[src/rtl/seq_multiplier.sv]
// -----------------------------------------------------------------------------
// seq_multiplier
//   Multi-cycle shift-and-add multiplier for the MULT/MULTU path. After a start
//   is accepted, one multiplier bit is consumed per cycle over WIDTH RUN cycles.
//   The 2*WIDTH-bit product is then presented on hi/lo, and done pulses for one
//   FINISH cycle.
//
//   Optional feature macro: SIGNED_MULT_EN
//     defined   : is_signed=1 multiplies two's-complement operands. The operand
//                 magnitudes are multiplied, and the result is negated when the
//                 operand signs differ.
//     undefined : is_signed is ignored, and every operation is unsigned.
//
// Parameters
//   WIDTH      operand width (min 4); the product is 2*WIDTH bits
//
// Ports
//   clk        rising-edge clock
//   rst_n      asynchronous active-low reset
//   start      launch request, sampled only in IDLE
//   is_signed  1 = MULT (signed), 0 = MULTU
//   a, b       multiplicand / multiplier, captured on an accepted start
//   busy       high in RUN and FINISH
//   done       one-cycle pulse in FINISH; hi/lo hold the new product
//   hi, lo     upper / lower half of the last completed product
// -----------------------------------------------------------------------------
module seq_multiplier #(
    parameter int WIDTH = 32
) (
    input  logic             clk,
    input  logic             rst_n,
    input  logic             start,
    input  logic             is_signed,
    input  logic [WIDTH-1:0] a,
    input  logic [WIDTH-1:0] b,
    output logic             busy,
    output logic             done,
    output logic [WIDTH-1:0] hi,
    output logic [WIDTH-1:0] lo
);

    localparam int CW = $clog2(WIDTH);
    localparam logic [CW-1:0] LAST_COUNT = CW'(WIDTH - 1);

    typedef enum logic [1:0] {
        IDLE   = 2'd0,
        RUN    = 2'd1,
        FINISH = 2'd2
    } state_t;

    state_t              state_q, state_d;
    logic [CW-1:0]       count_q, count_d;
    logic [WIDTH-1:0]    mcand_q, mcand_d;   // multiplicand, held for the whole run
    logic [WIDTH-1:0]    mplier_q, mplier_d; // multiplier; product low bits shift in from the top
    logic [WIDTH-1:0]    acc_q, acc_d;       // upper half of the partial product
    logic [WIDTH-1:0]    hi_q, hi_d;
    logic [WIDTH-1:0]    lo_q, lo_d;

    // One shift-and-add step. The extra top bit keeps the carry of the add,
    // and that carry moves back into acc when the pair shifts right.
    logic [WIDTH:0]      sum;
    logic [WIDTH-1:0]    acc_next;
    logic [WIDTH-1:0]    mplier_next;
    logic [2*WIDTH-1:0]  prod_final;
    logic [2*WIDTH-1:0]  result;
    logic [WIDTH-1:0]    op_a;
    logic [WIDTH-1:0]    op_b;

    assign sum         = {1'b0, acc_q} + (mplier_q[0] ? {1'b0, mcand_q} : '0);
    assign acc_next    = sum[WIDTH:1];
    assign mplier_next = {sum[0], mplier_q[WIDTH-1:1]};
    assign prod_final  = {acc_next, mplier_next};

`ifdef SIGNED_MULT_EN
    logic neg_q, neg_d;
    logic neg_accept;

    // Use the magnitudes. The most-negative value negates to itself, and read
    // as unsigned that is exactly 2^(WIDTH-1), so it needs no special case.
    assign op_a       = (is_signed && a[WIDTH-1]) ? -a : a;
    assign op_b       = (is_signed && b[WIDTH-1]) ? -b : b;
    assign neg_accept = is_signed & (a[WIDTH-1] ^ b[WIDTH-1]);
    assign result     = neg_q ? -prod_final : prod_final;
`else
    logic unused_is_signed;

    assign unused_is_signed = is_signed;
    assign op_a             = a;
    assign op_b             = b;
    assign result           = prod_final;
`endif

    // NOTE: every next-state signal gets a hold default before the case
    // statement. A path that forgets an assignment then keeps the register
    // value instead of inferring a latch.
    always_comb begin
        state_d  = state_q;
        count_d  = count_q;
        mcand_d  = mcand_q;
        mplier_d = mplier_q;
        acc_d    = acc_q;
        hi_d     = hi_q;
        lo_d     = lo_q;
`ifdef SIGNED_MULT_EN
        neg_d    = neg_q;
`endif
        unique case (state_q)
            IDLE: begin
                if (start) begin
                    state_d  = RUN;
                    count_d  = '0;
                    mcand_d  = op_a;
                    mplier_d = op_b;
                    acc_d    = '0;
`ifdef SIGNED_MULT_EN
                    neg_d    = neg_accept;
`endif
                end
            end
            RUN: begin
                acc_d    = acc_next;
                mplier_d = mplier_next;
                count_d  = count_q + CW'(1);
                if (count_q == LAST_COUNT) begin
                    // Write hi/lo on the same edge that raises done.
                    state_d       = FINISH;
                    count_d       = '0;
                    {hi_d, lo_d}  = result;
                end
            end
            FINISH: begin
                // start is not sampled here. The earliest re-accept is the
                // following IDLE cycle.
                state_d = IDLE;
            end
            default: begin
                state_d = IDLE;
            end
        endcase
    end

    // NOTE: sequential state uses non-blocking assignments only, so every
    // register samples the pre-edge value of every other register.
    // NOTE: the datapath registers are reset along with the FSM, so hi/lo read
    // as zero after reset and no stale operands survive an abort.
    always_ff @(posedge clk or negedge rst_n) begin
        if (!rst_n) begin
            state_q  <= IDLE;
            count_q  <= '0;
            mcand_q  <= '0;
            mplier_q <= '0;
            acc_q    <= '0;
            hi_q     <= '0;
            lo_q     <= '0;
`ifdef SIGNED_MULT_EN
            neg_q    <= 1'b0;
`endif
        end else begin
            state_q  <= state_d;
            count_q  <= count_d;
            mcand_q  <= mcand_d;
            mplier_q <= mplier_d;
            acc_q    <= acc_d;
            hi_q     <= hi_d;
            lo_q     <= lo_d;
`ifdef SIGNED_MULT_EN
            neg_q    <= neg_d;
`endif
        end
    end

    assign busy = (state_q != IDLE);
    assign done = (state_q == FINISH);
    assign hi   = hi_q;
    assign lo   = lo_q;

endmodule
[config.mk]
export PLATFORM = sky130hd
export DESIGN_NAME = seq_multiplier
export DESIGN_NICKNAME = d
export VERILOG_FILES = /design/src/rtl/seq_multiplier.sv
export SDC_FILE = /design/constraint.sdc
export NUM_CORES = 1
export LEC_CHECK = 0
export CORE_MARGIN = 5
export CORE_UTILIZATION = 45
export CTS_CLUSTER_SIZE = 20
export DETAILED_ROUTE_END_ITERATION = 7
export PLACE_DENSITY = 0.7
export SETUP_SLACK_MARGIN = 0.1
export SYNTH_ARGS = -nofsm -noshare
export SYNTH_HDL_FRONTEND = slang
export SYNTH_SLANG_ARGS = --single-unit
[constraint.sdc]
create_clock -name clk -period 2.85 [get_ports clk]
set_input_delay 0.7125 -clock clk [delete_from_list [all_inputs] [get_ports clk]]
set_output_delay 0.7125 -clock clk [all_outputs]
set_load 0.03 [all_outputs]
==> out/summary.md <==
• 0.4163 — switch share
• 0.007958 W — Internal Pwr Total
• 7112 — vias after detailed routing
• 898 — instance count of the mapped netlist
• done — CTS tree
• 134 — I/O pin cnt
• 3.17 ns — worst endpoint required time
• reg -> reg — Worst Path Class, Setup
• 167 — Num Clock Sinks
• 19330 um^2 — area of the core
• 0.532 — combinational cell fraction of total power
• mplier_q[0] — beginning of the worst register-to-register path
• 0.45 ns — slowest stage delay, CP
• 0 — max-slew violations
• 11710 um^2 — post-layout instance area
• 0 — total congestion overflow
• 12 — cell depth of the worst setup path
• 3.03 ns — Worst EP arrival
• 8802 um^2 — post-synthesis instance area
• 0 — Final Hold Viols
• clkbuf_16 — library cell used as clock root buffer
• 0.005676 W — switching power
• 5.147 nW — Leakage
• 3 — count of buffer and inverter cells on the critical path
• 0.9502 — final cycle utilization of the critical path
• 0.8913 — global placer's final weighted congestion
• 4 — H-tree levels
• 0.4629 mV — Peak VDD IR
• register — category of the worst setup path capture point
• 0 — hold buffers post-CTS
• 16.94 um — average wire length per cell after detail routing
• 1164 nW/um^2 — cell area power density
• 0 — DRC violation count after routing
• compound AO/OA/AOI/OAI gates — cell class contributing the biggest share of worst-path delay
• 167 — #FFs+latches synth
• 418 — First DRT Iteration DRCs
• 0 — number of enable flip-flop cells after synthesis
• 0 — total of endpoints with negative setup slack in the final report
• 132 — Port-buffer cells
• buf_6 > and2_1 > ha_1 > buf_4 > o211ai_1 > a21oi_4 > a2bb2oi_4 > buf_4 > a21oi_1 > o21ai_2 > nor2_1 > a211o_1 — series of cell instances along the critical path
• 9.802 um^2 — Avg Inst Size Synth
• 0.4748 — area share of the leading cell type in the synthesized netlist
• nand2_1 — most frequently used cell type in the post-synthesis netlist
• dfrtp_1 — prevailing post-synth register cell
• 10670 um^2 — post-detailed-placement cell area
• 0 — count of inserted antenna diode cells
• dfrtp_2 — CP max stage cell
• hi[17] — Critical Path End
• true — unrepaired setup endpoints after global routing
• 0.44 ns — insertion delay of the later-clocked pin in the worst-skew pair
• 17 — number of buffers added by the clock tree synthesis step
• 0.3693 GHz — highest clock rate
• 0.5567 — Max-Slew Margin vs Limit
• 12 — cells on worst reg2reg path
• 1.000 — share of synthesized flip-flops with an asynchronous set or reset
• 0 — remaining antenna violation count after routing
• 2.708 ns — shortest period the worst path allows
• 0.2050 — All-Layer GR Usage
• 5.331 — average via count per standard cell
• 1334 — non-filler instance count after layout
• 1001 — syn_nets
• nand2_1, dfrtp_1, o21ai_0 — top post-synthesis cells by count
• 0.295 — Sequential Power Share
• 0.2086 — fraction of layout cells with a size suffix above 1
• 51 — Rows
• 33.06% — area grow syn2layout
• 15.71 mm — HPWL reported at the end of detailed placement
• 7232 — number of global-route vias before repair
• dfrtp_1, nand2_1, mux2_2 — top cells by area, synth
• in -> async — Worst Hold Class
• 149.9 um — Die Wd
• 0 — reported max-cap violation count
• 0.01255 ns — final setup skew
• 22.59 mm — routed wire length
• mplier_q[0] — critical path launch point
• 68 — number of distinct library cells after synthesis
• register — Startpoint Class
• 0.6650 ns — pin slew with the least headroom to its limit
• 5 — first-pass iteration count of the detailed router
• 0.173 — clock share of power
• 0.01363 W — power consumption
• 0.4748 — share of the yosys chip area belonging to registers
• 37.02 mm — first-pass GRT wire length
• 1159 — final net count
• 0 — YS warnings
• dfrtp_1 — cell type with the highest aggregate area in the netlist
• finished, final reports clean — result of the run
• 0 ns — final setup TNS
• 149.9 um — die boundary height
• 0.07 ns — clock transition at the registers of the reported paths
• 0.14 ns — reg-to-reg setup timing slack
• 2 — maximum buffer depth of the clock tree
• 0.4553 — starting density of the core
• 77 — maximum number of pins on one net before global-route repair
• 1295 — cell count after placement
• hi[17] — Worst R2R End
• 0 — number of antenna violations at the first check in global routing
• 10 — CP Max Fanout
• 22460 um^2 — die outline area
• buf_4 — CP dominant cell by count
## routing by layer
metal,up-vias,GRT usage,share of wire
met5,-,0,0
met4,0,0.04895,0.013
met3,24,0.06178,0.071
met2,177,0.3230,0.46
met1,3446,0.2792,0.46
li1,3465,-,-
## timing repair
action / 4_1_cts / 5_1_grt
gates resized for setup: 23 / 59
pin swaps: 7 / 21
buffers inserted: 5 / 2
setup endpoints to repair: 21 / 32
cloned: 0 / 0
## area by class of cell
cell class              instances  area, um^2
fillers                      1645        7622
multi-input cells             669        4753
flip-flops and latches        167        4180
repair buffers                193        1809
clock buffers                  17       425.4
well taps                     265       331.6
clock inverters                15       182.7
inverters                       8       30.03
## cell families after synthesis
| family | Yosys count | share of synthesized area |
|---|---|---|
| buffers and inverters | 62 | 0.03070 |
| adders and majority gates | 35 | 0.05060 |
| AOI/OAI and AO/OA | 203 | 0.1547 |
| and+or+nand+nor | 327 | 0.1672 |
| muxes | 79 | 0.09723 |
| xor gates and xnor gates | 25 | 0.02488 |
| DFF | 167 | 0.4748 |
## placed cells by master, fill, tap and decap left out, types with 5 or more instances in the layout
| master | n |
|---|---|
| clkbuf_16 | 17 |
| o21ai_0 | 62 |
| xnor2_1 | 14 |
| clkdlybuf4s50_1 | 131 |
| dfrtp_1 | 166 |
| ha_4 | 10 |
| a21oi_1 | 24 |
| a21oi_2 | 14 |
| and3_1 | 6 |
| ha_2 | 10 |
| mux2i_1 | 36 |
| nand2b_1 | 6 |
| buf_4 | 58 |
| nand3_1 | 11 |
| inv_1 | 7 |
| mux2_2 | 40 |
| nor2_1 | 19 |
| a31oi_1 | 5 |
| nand4_1 | 14 |
| o21ai_2 | 5 |
| o21ai_1 | 12 |
| xor2_1 | 8 |
| a22o_1 | 14 |
| ha_1 | 14 |
| and2_1 | 33 |
| o22ai_1 | 8 |
| nand2_1 | 202 |
| nor3_1 | 7 |
## sequential cells by signal (all words and copies together) (netlist names)
name      cells
state_q       2
lo           32
acc_q        32
count_q       5
mplier_q     32
hi           32
mcand_q      32
## through the flow
step	util	setup WS (ns)	hold WS, ns
finish	0.6058	0.1421	0.1584
global route	0.6058	0.05204	0.1760
CTS	0.5907	0.1009	0.1596
detailed placement	0.5517	-0.01824	0.4616
global placement	0.5517	0.03051	0.4581
floorplan	-	0.2719	0.4169
## power groups by stage
stage | combinational [W] | sequential (W) | clock [W]
6_report | 0.00725 | 0.00402 | 0.00236
5_1_grt | 0.00789 | 0.00416 | 0.00253
4_1_cts | 0.00681 | 0.00399 | 0.00241
3_5_place_dp | 0.00661 | 0.00401 | 0
3_3_place_gp | 0.00650 | 0.00399 | 0
2_1_floorplan | 0.00394 | 0.00439 | 0
## worst min-delay path by stage
stage,start,slack [ns],cells past startpoint,endpoint
6_report,rst_n,0.16,1,mcand_q[14]
5_1_grt,rst_n,0.18,1,mcand_q[14]
4_1_cts,rst_n,0.16,1,mplier_q[26]
3_5_place_dp,lo[9],0.46,2,lo[9]
3_3_place_gp,lo[3],0.46,2,lo[3]
2_1_floorplan,rst_n,0.42,0,acc_q[0]
## worst register-to-register path, stage by stage (launching register included)
cell and delay (ns):
dfrtp_2 0.45, buf_6 0.16, and2_1 0.14, ha_1 0.29, buf_4 0.14, o211ai_1 0.13, a21oi_4 0.18, a2bb2oi_4 0.20
buf_4 0.15, a21oi_1 0.11, o21ai_2 0.29, nor2_1 0.09, a211o_1 0.27
Power figures use the tool's default switching activity.
